===== config.mk =====
export PLATFORM = sky130hd
export DESIGN_NAME = seq_add_sub
export DESIGN_NICKNAME = d
export VERILOG_FILES = /design/src/rtl/seq_add_sub.sv
export SDC_FILE = /design/constraint.sdc
export NUM_CORES = 1
export LEC_CHECK = 0
export ABC_AREA = 0
export BUFFER_PORTS_ARGS = -buffer_cell sky130_fd_sc_hd__buf_2
export CORE_MARGIN = 2
export CORE_UTILIZATION = 56
export CTS_BUF_LIST = sky130_fd_sc_hd__clkbuf_4 sky130_fd_sc_hd__clkbuf_8
export DETAILED_ROUTE_END_ITERATION = 6
export GPL_TIMING_DRIVEN = 0
export PLACE_DENSITY_LB_ADDON = 0.2
export RECOVER_POWER = 100
export SETUP_SLACK_MARGIN = 0.4
export SYNTH_ARGS = -nofsm -noshare
export SYNTH_HDL_FRONTEND = slang
export SYNTH_SLANG_ARGS = --single-unit

===== constraint.sdc =====
create_clock -name clk -period 4.27 [get_ports clk]
set_input_delay 0.427 -clock clk [delete_from_list [all_inputs] [get_ports clk]]
set_output_delay 0.427 -clock clk [all_outputs]
set_load 0.005 [all_outputs]

===== src/rtl/seq_add_sub.sv =====
// Multi-cycle two's-complement adder/subtractor: SLICE bits per clock, LSB slice
// first, with a registered inter-slice carry and valid/ready handshakes on both sides.
module seq_add_sub #(
  parameter int WIDTH = 16,
  parameter int SLICE = 4
) (
  input  logic             clk,
  input  logic             rst,
  input  logic             in_valid,
  output logic             in_ready,
  input  logic             sub,
  input  logic [WIDTH-1:0] a,
  input  logic [WIDTH-1:0] b,
  output logic             out_valid,
  input  logic             out_ready,
  output logic [WIDTH-1:0] result,
  output logic             carry_out,
  output logic             overflow,
  output logic             zero
);

  localparam int N    = (SLICE > 0) ? WIDTH / SLICE : 1;
  localparam int IDXW = (N > 1) ? $clog2(N) : 1;
  localparam logic [IDXW-1:0] LAST_IDX = IDXW'(N - 1);

  generate
    if ((SLICE < 1) || ((WIDTH % ((SLICE > 0) ? SLICE : 1)) != 0)) begin : g_param_check
      $error("seq_add_sub: WIDTH must be a positive multiple of SLICE");
    end
  endgenerate

  typedef enum logic [1:0] {
    IDLE,
    RUN,
    DONE
  } state_t;

  state_t           state_reg;
  logic [WIDTH-1:0] a_reg;
  logic [WIDTH-1:0] b_reg;
  logic             carry_reg;
  logic [IDXW-1:0]  idx_reg;
  logic [WIDTH-1:0] result_reg;
  logic             carry_out_reg;
  logic             overflow_reg;
  logic             zero_reg;
  logic             in_ready_reg;
  logic             out_valid_reg;

  logic [SLICE-1:0] a_slices [N];
  logic [SLICE-1:0] b_slices [N];
  logic [SLICE-1:0] a_slice;
  logic [SLICE-1:0] b_slice;
  logic [SLICE-1:0] sum_slice;
  logic             slice_cout;
  logic             msb_cin;
  logic [WIDTH-1:0] result_next;

  // Slice views of the operands, and the result with the active slice replaced.
  genvar gi;
  generate
    for (gi = 0; gi < N; gi++) begin : g_slice
      assign a_slices[gi] = a_reg[gi*SLICE +: SLICE];
      assign b_slices[gi] = b_reg[gi*SLICE +: SLICE];
      assign result_next[gi*SLICE +: SLICE] =
        (idx_reg == IDXW'(gi)) ? sum_slice : result_reg[gi*SLICE +: SLICE];
    end
  endgenerate

  assign a_slice = a_slices[idx_reg];
  assign b_slice = b_slices[idx_reg];

  // Bit-level ripple inside the slice so the carry into the top bit is available
  // for the overflow flag on the last slice.
  always_comb begin : slice_add
    logic c;
    c         = carry_reg;
    msb_cin   = carry_reg;
    sum_slice = '0;
    for (int i = 0; i < SLICE; i++) begin
      if (i == SLICE - 1) begin
        msb_cin = c;
      end
      sum_slice[i] = a_slice[i] ^ b_slice[i] ^ c;
      c = (a_slice[i] & b_slice[i]) | (c & (a_slice[i] ^ b_slice[i]));
    end
    slice_cout = c;
  end

  always_ff @(posedge clk or posedge rst) begin
    if (rst) begin
      state_reg     <= IDLE;
      a_reg         <= '0;
      b_reg         <= '0;
      carry_reg     <= 1'b0;
      idx_reg       <= '0;
      result_reg    <= '0;
      carry_out_reg <= 1'b0;
      overflow_reg  <= 1'b0;
      zero_reg      <= 1'b0;
      in_ready_reg  <= 1'b1;
      out_valid_reg <= 1'b0;
    end else begin
      case (state_reg)
        IDLE: begin
          if (in_valid) begin
            a_reg        <= a;
            b_reg        <= b ^ {WIDTH{sub}};
            carry_reg    <= sub;
            idx_reg      <= '0;
            in_ready_reg <= 1'b0;
            state_reg    <= RUN;
          end
        end
        RUN: begin
          result_reg <= result_next;
          carry_reg  <= slice_cout;
          idx_reg    <= idx_reg + 1'b1;
          if (idx_reg == LAST_IDX) begin
            idx_reg       <= '0;
            carry_out_reg <= slice_cout;
            overflow_reg  <= msb_cin ^ slice_cout;
            zero_reg      <= (result_next == '0);
            out_valid_reg <= 1'b1;
            state_reg     <= DONE;
          end
        end
        DONE: begin
          if (out_ready) begin
            out_valid_reg <= 1'b0;
            in_ready_reg  <= 1'b1;
            state_reg     <= IDLE;
          end
        end
        default: begin
          state_reg <= IDLE;
        end
      endcase
    end
  end

  assign in_ready  = in_ready_reg;
  assign out_valid = out_valid_reg;
  assign result    = result_reg;
  assign carry_out = carry_out_reg;
  assign overflow  = overflow_reg;
  assign zero      = zero_reg;

endmodule


# After elaboration in Yosys (flattened, before gate mapping)

Index checks and enable logic that the tools add are counted.
Widths: inputs -> output; s select.

Magnitude comparators: 1
Bitwise gates (word level): 23
Reductions and logical operators: 12
Multiplexer cells: 25
Equality and inequality tests: 8
$add $sub $neg: 1

Operators with widths:

| operator            | count |
|---|---|
| $mux 4              | 8 |
| $bmux 4 s2          | 2 |
| $logic_not 16->1    | 1 |
| $xor 16x16->16      | 1 |
| $mux 2              | 5 |
| $reduce_and 3->1    | 3 |
| $xor 1x1->1         | 9 |
| $and 1x1->1         | 8 |
| $eq 2x2->1 const B  | 3 |
| $ne 2x2->1 const B  | 3 |
| $pmux 1 s2          | 3 |
| $pmux 2 s3          | 1 |
| $reduce_and 2->1    | 3 |
| $reduce_bool 2->1   | 3 |
| $mux 1              | 5 |
| $eq 2x1->1 const B  | 2 |
| $logic_not 2->1     | 2 |
| $or 1x1->1          | 4 |
| $pmux 2 s2          | 1 |
| $ge 3x3->1 const B  | 1 |
| $not 2->3           | 1 |
| $add 2x1->2 const B | 1 |

Logic and storage cells: 81
Output and inout port bits: 21
Register bits: 58
Bits of input ports: 37

# Longest topological paths before layout

Gate-level depths: netlist (run 1).

Depth after elaboration: 14
Depth in mapped cells: 11
Gate-level depth less buffers: 10

# Least setup slack after synthesis (run 1)

No wires, ideal clock.

Kind: register to register
Start point: reg idx_reg[0]
End point: reg zero_reg (netlist: zero)
Path buffers: 1
Stages on the path, launching flop included: 12
Setup slack: 681 ps
Clock period less this slack: 3589 ps
Data required time: 4149 ps
Arrival time: 3468 ps
Setup time: 121 ps
Cell sequence: dfrtp_1 buf_2 mux4_2 fa_1 fa_1 fa_1 inv_1 fa_1 nor2b_1 a31oi_1 nor4_1 a22o_1

Cells in the longest elaborated chain, start to end: 14
Elaborated cells between the ends (all ways): 34
Classes of those cells: 3 x eq/ne; 10 x mux; 18 x bitwise; 3 x reduce/logical

Ends and longest elaborated chain:

| item                                   | line   | text |
|---|---|---|
| start: declaration                     | 42     | `logic [IDXW-1:0] idx_reg;` |
| start signal: assignment               | 118    | `idx_reg <= idx_reg + 1'b1;` |
| $not 2->3 (not written as such)        | 70, 71 |  |
| $bmux 4 s2 (on tied branches)          | 70, 71 |  |
| $mux 4 (on tied branches) (2 in a row) | 70, 71 |  |
| $xor 1x1->1                            | 84, 85 |  |
| $and 1x1->1                            | 85     | `c = (a_slice[i] & b_slice[i]) \| (c & (a_slice[i] ^ b_slice[i]));` |
| $or 1x1->1                             | 85     |  |
| $and 1x1->1                            | 85     |  |
| $or 1x1->1                             | 85     |  |
| $and 1x1->1                            | 85     |  |
| $or 1x1->1                             | 85     |  |
| $xor 1x1->1                            | 84     | `sum_slice[i] = a_slice[i] ^ b_slice[i] ^ c;` |
| $mux 4                                 | 66     | `(idx_reg == IDXW'(gi)) ? sum_slice : result_reg[gi*SLICE +: SLICE];` |
| $logic_not 16->1                       | 123    | `zero_reg <= (result_next == '0);` |
| end signal: assignment                 | 123    |  |
| end: declaration                       | 46     | `logic zero_reg;` |

Several ways; a longest one is shown, not always the timed one. The select of a mux whose other input is x is not followed.
A chain may end at the register's enable or synchronous reset.

# Worst setup path after layout (run 1)

Ends and elaborated chain as after synthesis.

==> out/metrics.yaml, run 1 <==
outcome: "finished with violations"
violations: "capacitance limit, slew limit"
initial_core_util_pct: 58.1
syn_to_final_growth_pct: 19.1
drc: 0
p_leak_nw: 1.47
arrival_ns: 3.93
grt_pass1_vias: 1931
track_usage_pct: 22.2
yosysTopAreaCell: "dfrtp_1"
ys.warnings.count: 0
fmax_mhz: 270
path_clk_slew_ns: 0.06
grt_max_degree: 43
antenna_found_initial: 0
fin_crit_sh_pct: 86.9
grt-ovfl-total: 0
fill_cells: 383
grt_first_pass_wirelength_microns: 9010
critPathBufInv: 2
first_iter_violations: 128
synth_nets: 278
ir_drop_uv: 377
slowest_delay_ns: 0.53
port_buffers: 56
ctsRootBufferMaster: "clkbuf_8"
clk_latency_ns: 0.33
place_ws_ns: 0.316
syn-instance-count: 233
regArea_sq_mm: 0.00145
vias_per_cell: 5.16
cp_max_fo: 10
die_x_microns: 74.3
yosysSeqAreaShare_pct: 52.6
cpLargestDelayFamily: "adder cells"
slew_viol_final: 43
worstSetupPathType: "register to register"
drive_gt1_share_pct: 33.8
dr_total_vias: 1921
period_minus_slack_ns: 3.71
endpoint_kind: "register"
path_cells: "buf_8 > mux4_2 > fa_1 > fa_1 > fa_1 > inv_1 > fa_1 > nor2b_1 > a31oi_1 > nor4_1 > a22o_1"
reg2reg_slack_ns: 0.56
place.gp.congestion: 0.785
wirelength_microns: 5250
core_area_sq_mm: 0.00475
wl_per_cell_microns: 14.1
power.density_mw_per_mm2: 895
cts_max_path_buffers: 2
clock_skew_ns: 0.00845
cap_violations: 1
antenna_cells: 0
syn_area_sq_mm: 0.00276
rsz0062_at_grt: "no"
ff2ff_path_depth: 11
cts_max_level: 3
r2r_end: "zero$_DFFE_PP0P_"
die_area_sq_mm: 0.00551
io_pins: 58
dp_hpwl_microns: 3840
slew_headroom_pct: -42.9
multi_input_area_sq_mm: 0.00121
cp_data_required_time_ns: 4.49
fp-row-count: 25
startpoint_type: "register"
syn_avg_cell_area_sq_um: 11.9
hold_buffers: 0
synth_top_cell_area_share_pct: 51.6
cts_tree: "yes"
fin_tns_setup_ns: 0
hold_class: "primary input to asynchronous set/reset pin"
total_power_mw: 2.94
r2r_start: "idx_reg[0]$_DFFE_PP0P_"
cts_buffers: 9
slowest_stage: "mux4_2"
synth.distinct_cells: 33
ys_ff_latch: 58
dieHeight_microns: 74.3
cts_sinks: 58
drtPass1Iterations: 4
fin_nets: 347
cpMostUsedCell: "fa_1"
ant_nets: 0
setup_viol_count_final: 0
worst_pin_slew_ns: 2.14
hold_viol: 0
synth.area.top_cells: "dfrtp_1, mux2_2, mux4_2"
setup_ws_ns: 0.560
## what timing repair did
item | 4_1_cts | 5_1_grt
pin swaps | 0 | 0
setup buffers | 0 | 1
resized for setup | 2 | 5
setup endpoints to repair | 1 | 1
hold endpoints to repair | 0 | 0
## layout by cell type, fill, tap and decap left out, types with 2 or more instances in the layout
cell,n
nand2_1,16
clkbuf_4,5
nor2_1,23
nand2b_1,2
o21ai_0,12
xnor2_1,16
ha_1,4
buf_2,50
a221o_1,2
clkbuf_1,16
mux2_2,24
a21oi_1,23
dfrtp_1,56
nand3_1,2
inv_2,2
nor3_1,3
clkbuf_8,10
inv_1,9
nor2b_1,2
nor4_1,3
mux4_2,8
fa_1,4
## worst register-to-register path, stage by stage, from the launching register on
cell     delay, ns
dfrtp_2       0.40
buf_8         0.17
mux4_2        0.53
fa_1          0.44
fa_1          0.40
fa_1          0.43
inv_1         0.09
fa_1          0.50
nor2b_1       0.20
a31oi_1       0.19
nor4_1        0.08
a22o_1        0.17
## power by group
| part | internal, mW | switching (mW) | leakage, nW |
|---|---|---|---|
| combinational | 0.708 | 0.820 | 0.702 |
| clock | 0.246 | 0.192 | 0.0903 |
| sequential | 0.821 | 0.157 | 0.676 |
| total | 1.78 | 1.17 | 1.47 |
## logic make-up (layout without fill, tap and decap cells)
group,after synthesis,count (layout),synth area share [%]
and+or+nand+nor,52,52,8.15
AOI/OAI and AO/OA,44,44,9.19
adders and majority gates,8,8,4.71
DFF,58,58,52.6
buffers and inverters,22,94,3.71
muxes,32,32,16.3
xor gates and xnor gates,17,17,5.39
## routing by layer
| layer | GRT usage (%) | wire (microns) |
|---|---|---|
| met5 | 0 | 0 |
| met1 | 29.7 | 2390 |
| met2 | 34.8 | 2560 |
| met3 | 4.47 | 224 |
| met4 | 10.9 | 78 |
## stage by stage
step | hold WS [ns] | instances | area [sq um] | utilization [%]
after floorplan | 0.470 | 233 | 2760 | -
after CTS | 0.0685 | 371 | 3320 | 69.8
after detailed placement | 0.425 | 357 | 3150 | 66.2
final | 0.161 | 372 | 3290 | 69.2
after global routing | 0.213 | 372 | 3290 | 69.2
after global placement | 0.457 | 356 | 3130 | 65.8
## worst max path at each step
stage / start / to / cells after the start
global route: idx_reg[0]$_DFFE_PP0P_ / zero$_DFFE_PP0P_ / 11
floorplan: idx_reg[0]$_DFFE_PP0P_ / zero$_DFFE_PP0P_ / 11
CTS: idx_reg[0]$_DFFE_PP0P_ / zero$_DFFE_PP0P_ / 11
detailed placement: idx_reg[0]$_DFFE_PP0P_ / zero$_DFFE_PP0P_ / 11
global placement: idx_reg[0]$_DFFE_PP0P_ / zero$_DFFE_PP0P_ / 11
finish: idx_reg[0]$_DFFE_PP0P_ / zero$_DFFE_PP0P_ / 11
## cell type report
| type | count | share of cell area, % |
|---|---|---|
| clock buffer | 14 | 5.10 |
| buffer | 11 | 1.86 |
| tap | 67 | 2.55 |
| multi-input combinational | 153 | 36.7 |
| inverter | 11 | 1.25 |
| sequential | 58 | 44.2 |
| timing repair buffer | 58 | 8.40 |
## synth_stat cells
cell / n
a211oi_1: 1
a21o_1: 1
a21oi_1: 23
ha_1: 4
a2111oi_2: 1
dfstp_2: 1
a31oi_1: 1
o21ai_0: 12
clkbuf_4: 1
nor2b_1: 2
o31ai_1: 1
buf_2: 7
or2b_1: 1
nor2_2: 1
nand2b_1: 2
inv_2: 2
fa_1: 4
a22o_1: 1
o22ai_1: 1
inv_1: 9
clkbuf_1: 2
nor4_1: 3
nor3_1: 3
buf_6: 1
mux2_2: 24
xor2_1: 1
nand3_1: 2
xnor2_1: 16
a221o_1: 2
nand2_1: 16
mux4_2: 8
nor2_1: 22
dfrtp_1: 57
No activity file was read; power rests on OpenSTA's default activity.
==> inputs of run 2 (changes only) <==
--- a/config.mk
+++ b/config.mk
@@ -8,8 +8,7 @@
 export ABC_AREA = 0
 export BUFFER_PORTS_ARGS = -buffer_cell sky130_fd_sc_hd__buf_2
 export CORE_MARGIN = 2
-export CORE_UTILIZATION = 56
-export CTS_BUF_LIST = sky130_fd_sc_hd__clkbuf_4 sky130_fd_sc_hd__clkbuf_8
+export CORE_UTILIZATION = 54
 export DETAILED_ROUTE_END_ITERATION = 6
 export GPL_TIMING_DRIVEN = 0
 export PLACE_DENSITY_LB_ADDON = 0.2
==> out/metrics.yaml, run 2 (synthesized netlist as in run 1, its figures left out) <==
fmax_mhz: 262  # -2.9%
place_area_sq_mm: 0.00315  # +0.12%
cap_violations: 1  # unchanged
cts_sinks: 58  # unchanged
grt_pass1_vias: 1984  # +2.7%
power.density_mw_per_mm2: 901  # +0.75%
ctsRootBufferMaster: "clkbuf_8"
die_x_microns: 75.5  # +1.7%
antenna_cells: 0  # unchanged
total_power_mw: 2.96  # +0.59%
p_leak_nw: 1.45  # -1.0%
violations: "capacitance limit, slew limit"
hold_class: "primary input to asynchronous set/reset pin"
track_usage_pct: 22.0  # -0.16 points
path_cells: "buf_6 > mux4_2 > fa_1 > fa_1 > fa_1 > inv_1 > fa_1 > nor2b_1 > nand3_1 > a2111oi_0 > a22o_1"
wl_per_cell_microns: 14.7  # +3.8%
fill_cells: 442  # +15%
grt_max_degree: 43  # unchanged
grt_first_pass_wirelength_microns: 9030  # +0.16%
hold_viol: 0  # unchanged
arrival_ns: 4.09  # +0.16 ns
vias_per_cell: 5.19  # +0.48%
slowest_stage: "mux4_2"
fp-row-count: 26  # +4.0%
drc: 0  # unchanged
cpLargestDelayFamily: "adder cells"
wirelength_microns: 5510  # +4.9%
path_clk_slew_ns: 0.06  # about the same
reg2reg_slack_ns: 0.45  # -0.11 ns
critPathBufInv: 2  # unchanged
cts_tree: "yes"
port_buffers: 56  # unchanged
outcome: "finished with violations"
cp_data_required_time_ns: 4.54  # +0.05 ns
postCtsSetupRepairBufs: 0  # unchanged
io_pins: 58  # unchanged
startpoint_type: "register"
cpMostUsedCell: "fa_1"
fin_util_pct: 65.6  # -3.6 points
antenna_found_initial: 0  # unchanged
die_area_sq_mm: 0.00571  # +3.5%
core_area_sq_mm: 0.00501  # +5.4%
fin_crit_sh_pct: 89.5  # +2.6 points
cp_max_fo: 10  # unchanged
worstSetupPathType: "register to register"
ff2ff_path_depth: 11  # unchanged
rsz0062_at_grt: "no"
cts_max_level: 3  # unchanged
setup_viol_count_final: 0  # unchanged
r2r_end: "zero$_DFFE_PP0P_"
setup_ws_ns: 0.450  # -0.110 ns
grt-ovfl-total: 0  # unchanged
initial_core_util_pct: 55.2  # -3.0 points
final_common_cell: "dfrtp_1"
dr_total_vias: 1951  # +1.6%
fin_nets: 346  # -0.29%
place_ws_ns: 0.339  # +0.0231 ns
cts_max_path_buffers: 2  # unchanged
ant_nets: 0  # unchanged
syn_to_final_growth_pct: 18.9
worst_pin_slew_ns: 2.21  # +0.0660 ns
first_iter_violations: 123  # -3.9%
drive_gt1_share_pct: 30.7  # -3.1 points
clock_skew_ns: 0.00550  # -0.00296 ns
clk_latency_ns: 0.33  # about the same
slew_viol_final: 43  # unchanged
layout_common_cells: "dfrtp_1, buf_2, mux2_2, clkbuf_1"
cts_buffers: 9  # unchanged
fin_tns_setup_ns: 0  # unchanged
hold_buffers: 0  # unchanged
slew_headroom_pct: -47.3  # -4.4 points
place.gp.congestion: 0.793  # +1.0%
ir_drop_uv: 430  # +14%
dp_hpwl_microns: 4050  # +5.4%
finalInstanceArea_sq_mm: 0.00329  # -0.15%
endpoint_kind: "register"
dieHeight_microns: 75.5  # +1.7%
r2r_start: "idx_reg[0]$_DFFE_PP0P_"
slowest_delay_ns: 0.53  # about the same
period_minus_slack_ns: 3.82  # +0.110 ns
drtPass1Iterations: 4  # unchanged
[run 2: through the flow]
| step | cells | hold WS, ns |
|---|---|---|
| floorplan | 233 | 0.470 |
| global placement | 359 | 0.456 |
| detailed placement | 360 | 0.430 |
| finish | 376 | 0.170 |
| CTS | 376 | 0.0721 |
| global route | 376 | 0.226 |
[run 2: report_power, final]
group | leakage (nW) | internal [mW] | switching (mW)
combinational | 0.680 | 0.695 | 0.817
sequential | 0.678 | 0.821 | 0.168
clock | 0.0965 | 0.257 | 0.204
total | 1.45 | 1.77 | 1.19
[run 2: final cells by class]
cell class,instances,area (sq um),area share (%)
clock inverters,2,10.0,0.305
repair buffers,57,264,8.04
well taps,70,87.6,2.67
multi-input cells,153,1200,36.5
plain buffers,11,57.6,1.75
inverters,11,41.3,1.26
clock buffers,14,173,5.26
flip-flops and latches,58,1450,44.2
[run 2: how the worst max path moves through the flow]
stage / cells past startpoint / to / from / slack [ns]
finish: 11 / zero$_DFFE_PP0P_ / idx_reg[0]$_DFFE_PP0P_ / 0.45
floorplan: 11 / zero$_DFFE_PP0P_ / idx_reg[0]$_DFFE_PP0P_ / 0.68
detailed placement: 11 / zero$_DFFE_PP0P_ / idx_reg[0]$_DFFE_PP0P_ / 0.34
global placement: 11 / zero$_DFFE_PP0P_ / idx_reg[0]$_DFFE_PP0P_ / 0.35
CTS: 11 / zero$_DFFE_PP0P_ / idx_reg[0]$_DFFE_PP0P_ / 0.42
global route: 11 / zero$_DFFE_PP0P_ / idx_reg[0]$_DFFE_PP0P_ / 0.22
[run 2: what timing repair did]
item                                    in CTS  in global routing
endpoints found under the setup margin       1                  1
resized for setup                            1                  5
pin swaps                                    0                  0
[run 2: per-layer routing]
metal	up-vias	wire length, microns	track usage (%)
li1	938	-	-
met1	942	2460	27.5
met2	59	2700	36.1
met3	12	266	5.56
met4	0	82	10.1
met5	-	0	0
==> inputs of run 3 (changes only) <==
--- a/config.mk
+++ b/config.mk
@@ -6,10 +6,10 @@
 export NUM_CORES = 1
 export LEC_CHECK = 0
 export ABC_AREA = 0
-export BUFFER_PORTS_ARGS = -buffer_cell sky130_fd_sc_hd__buf_2
 export CORE_MARGIN = 2
-export CORE_UTILIZATION = 54
+export CORE_UTILIZATION = 60
 export DETAILED_ROUTE_END_ITERATION = 6
+export DONT_BUFFER_PORTS = 1
 export GPL_TIMING_DRIVEN = 0
 export PLACE_DENSITY_LB_ADDON = 0.2
 export RECOVER_POWER = 100
==> out/metrics.yaml, run 3 (synthesized netlist as in run 1, its figures left out) <==
path_cells: "buf_8 > mux4_2 > fa_1 > fa_1 > fa_1 > inv_1 > fa_1 > nor2b_1 > nand3_1 > a2111oi_2 > a22o_1"
path_clk_slew_ns: 0.06  # about the same
slowest_stage: "mux4_2"
worst_pin_slew_ns: 2.17  # -0.0374 ns
clk_latency_ns: 0.33  # about the same
fin_nets: 292  # -16%
setup_viol_count_final: 0  # unchanged
slowest_delay_ns: 0.54  # about the same
arrival_ns: 4.05  # -0.04 ns
ctsRootBufferMaster: "clkbuf_8"
cp_data_required_time_ns: 4.55  # about the same
drc: 0  # unchanged
endpoint_kind: "register"
fp-row-count: 24  # -7.7%
cpLargestDelayFamily: "adder cells"
cts_tree: "yes"
cpMostUsedCell: "fa_1"
track_usage_pct: 22.9  # +0.94 points
first_iter_violations: 116  # -5.7%
wl_per_cell_microns: 17.0  # +16%
r2r_start: "idx_reg[0]$_DFFE_PP0P_"
vias_per_cell: 5.89  # +14%
port_buffers: 0  # -100%
die_area_sq_mm: 0.00517  # -9.5%
core_area_sq_mm: 0.00438  # -12%
path_depth: 11  # unchanged
worstSetupPathType: "register to register"
cts_max_path_buffers: 2  # unchanged
place.gp.congestion: 0.764  # -3.6%
rsz0062_at_grt: "no"
dieHeight_microns: 71.9  # -4.9%
cp-startpoint: "idx_reg[0]$_DFFE_PP0P_"
dp_cells: 286  # -21%
grt_max_degree: 43  # unchanged
final_common_cell: "dfrtp_1"
outcome: "finished with violations"
antenna_cells: 0  # unchanged
cts_max_level: 3  # unchanged
io_pins: 58  # unchanged
cap_violations: 1  # unchanged
ff2ff_path_depth: 11  # unchanged
grt_first_pass_wirelength_microns: 8790  # -2.6%
r2r_end: "zero$_DFFE_PP0P_"
ant_nets: 0  # unchanged
drive_gt1_share_pct: 21.8  # -8.9 points
slew_viol_final: 43  # unchanged
violations: "capacitance limit, slew limit"
die_x_microns: 71.9  # -4.9%
cp-endpoint: "zero$_DFFE_PP0P_"
cts_buffers: 9  # unchanged
fmax_mhz: 265  # +1.2%
p_leak_nw: 1.28  # -12%
cts_sinks: 58  # unchanged
grt_pass1_vias: 1828  # -7.9%
initial_core_util_pct: 63.0  # +7.9 points
layout_common_cells: "dfrtp_1, mux2_2, a21oi_1, nor2_1"
stdcell_count: 304  # -19%
period_minus_slack_ns: 3.78  # -0.0437 ns
startpoint_type: "register"
critPathBufInv: 2  # unchanged
clock_skew_ns: 0.00652  # +0.00102 ns
drtPass1Iterations: 4  # unchanged
reg2reg_slack_ns: 0.49  # +0.04 ns
fin_tns_setup_ns: 0  # unchanged
cp_max_fo: 10  # unchanged
wirelength_microns: 5160  # -6.4%
hold_viol: 0  # unchanged
power.density_mw_per_mm2: 958  # +6.2%
dr_total_vias: 1792  # -8.1%
hold_class: "primary input to register"
grt-ovfl-total: 0  # unchanged
ir_drop_uv: 403  # -6.2%
fin_crit_sh_pct: 88.4  # -1.0 points
syn_to_final_growth_pct: 9.64
dp_hpwl_microns: 3660  # -9.7%
antenna_found_initial: 0  # unchanged
slew_headroom_pct: -44.8  # +2.5 points
[run 3: through the flow]
stage / hold slack, ns / total power, mW / cell area, sq um / util (%) / setup WS, ns
2_1_floorplan: 0.470 / 2.08 / 2760 / - / 0.681
5_1_grt: 0.235 / 3.14 / 3030 / 69.1 / 0.263
4_1_cts: 0.235 / 2.91 / 3040 / 69.4 / 0.430
6_report: 0.241 / 2.90 / 3030 / 69.1 / 0.494
3_5_place_dp: 0.309 / 2.44 / 2850 / 65.0 / 0.319
3_3_place_gp: 0.486 / 2.41 / 2830 / 64.5 / 0.322
[run 3: cell type report]
type / count / area (sq um)
plain buffers: 11 / 61.3
clock buffers: 14 / 173
clock inverters: 2 / 10.0
fillers: 330 / 1350
inverters: 11 / 41.3
multi-input cells: 153 / 1210
flip-flops and latches: 58 / 1450
well taps: 52 / 65.1
repair buffers: 3 / 21.3
[run 3: worst min-delay path by stage]
stage,start,endpoint,slack [ns],cells after the start
6_report,a[11],a_reg[11]$_DFFE_PP0P_,0.24,1
5_1_grt,a[9],a_reg[9]$_DFFE_PP0P_,0.24,1
4_1_cts,a[3],a_reg[3]$_DFFE_PP0P_,0.23,1
3_5_place_dp,rst,state_reg[1]$_DFFE_PP0P_,0.31,1
3_3_place_gp,a_reg[15]$_DFFE_PP0P_,a_reg[15]$_DFFE_PP0P_,0.49,1
2_1_floorplan,carry_out$_DFFE_PP0P_,carry_out$_DFFE_PP0P_,0.47,2
[run 3: metal layers]
metal | wire length [microns] | up-vias | global-route usage (%)
li1 | - | 835 | -
met2 | 2580 | 50 | 36.6
met5 | 0 | - | 0
met1 | 2220 | 898 | 28.9
met3 | 249 | 9 | 6.19
met4 | 107 | 0 | 11.7
[run 3: what timing repair did]
item | 4_1_cts | 5_1_grt
resized for setup | 1 | 8
hold buffers | 1 | 0
setup buffers | 0 | 1
setup endpoints to repair | 1 | 1
hold endpoints to repair | 16 | 0
[run 3: report_power, final]
group / switching, mW / leakage, nW / internal [mW]
Combinational: 0.780 / 0.510 / 0.658
Sequential: 0.183 / 0.678 / 0.820
Clock: 0.204 / 0.0965 / 0.257
Total: 1.17 / 1.28 / 1.73
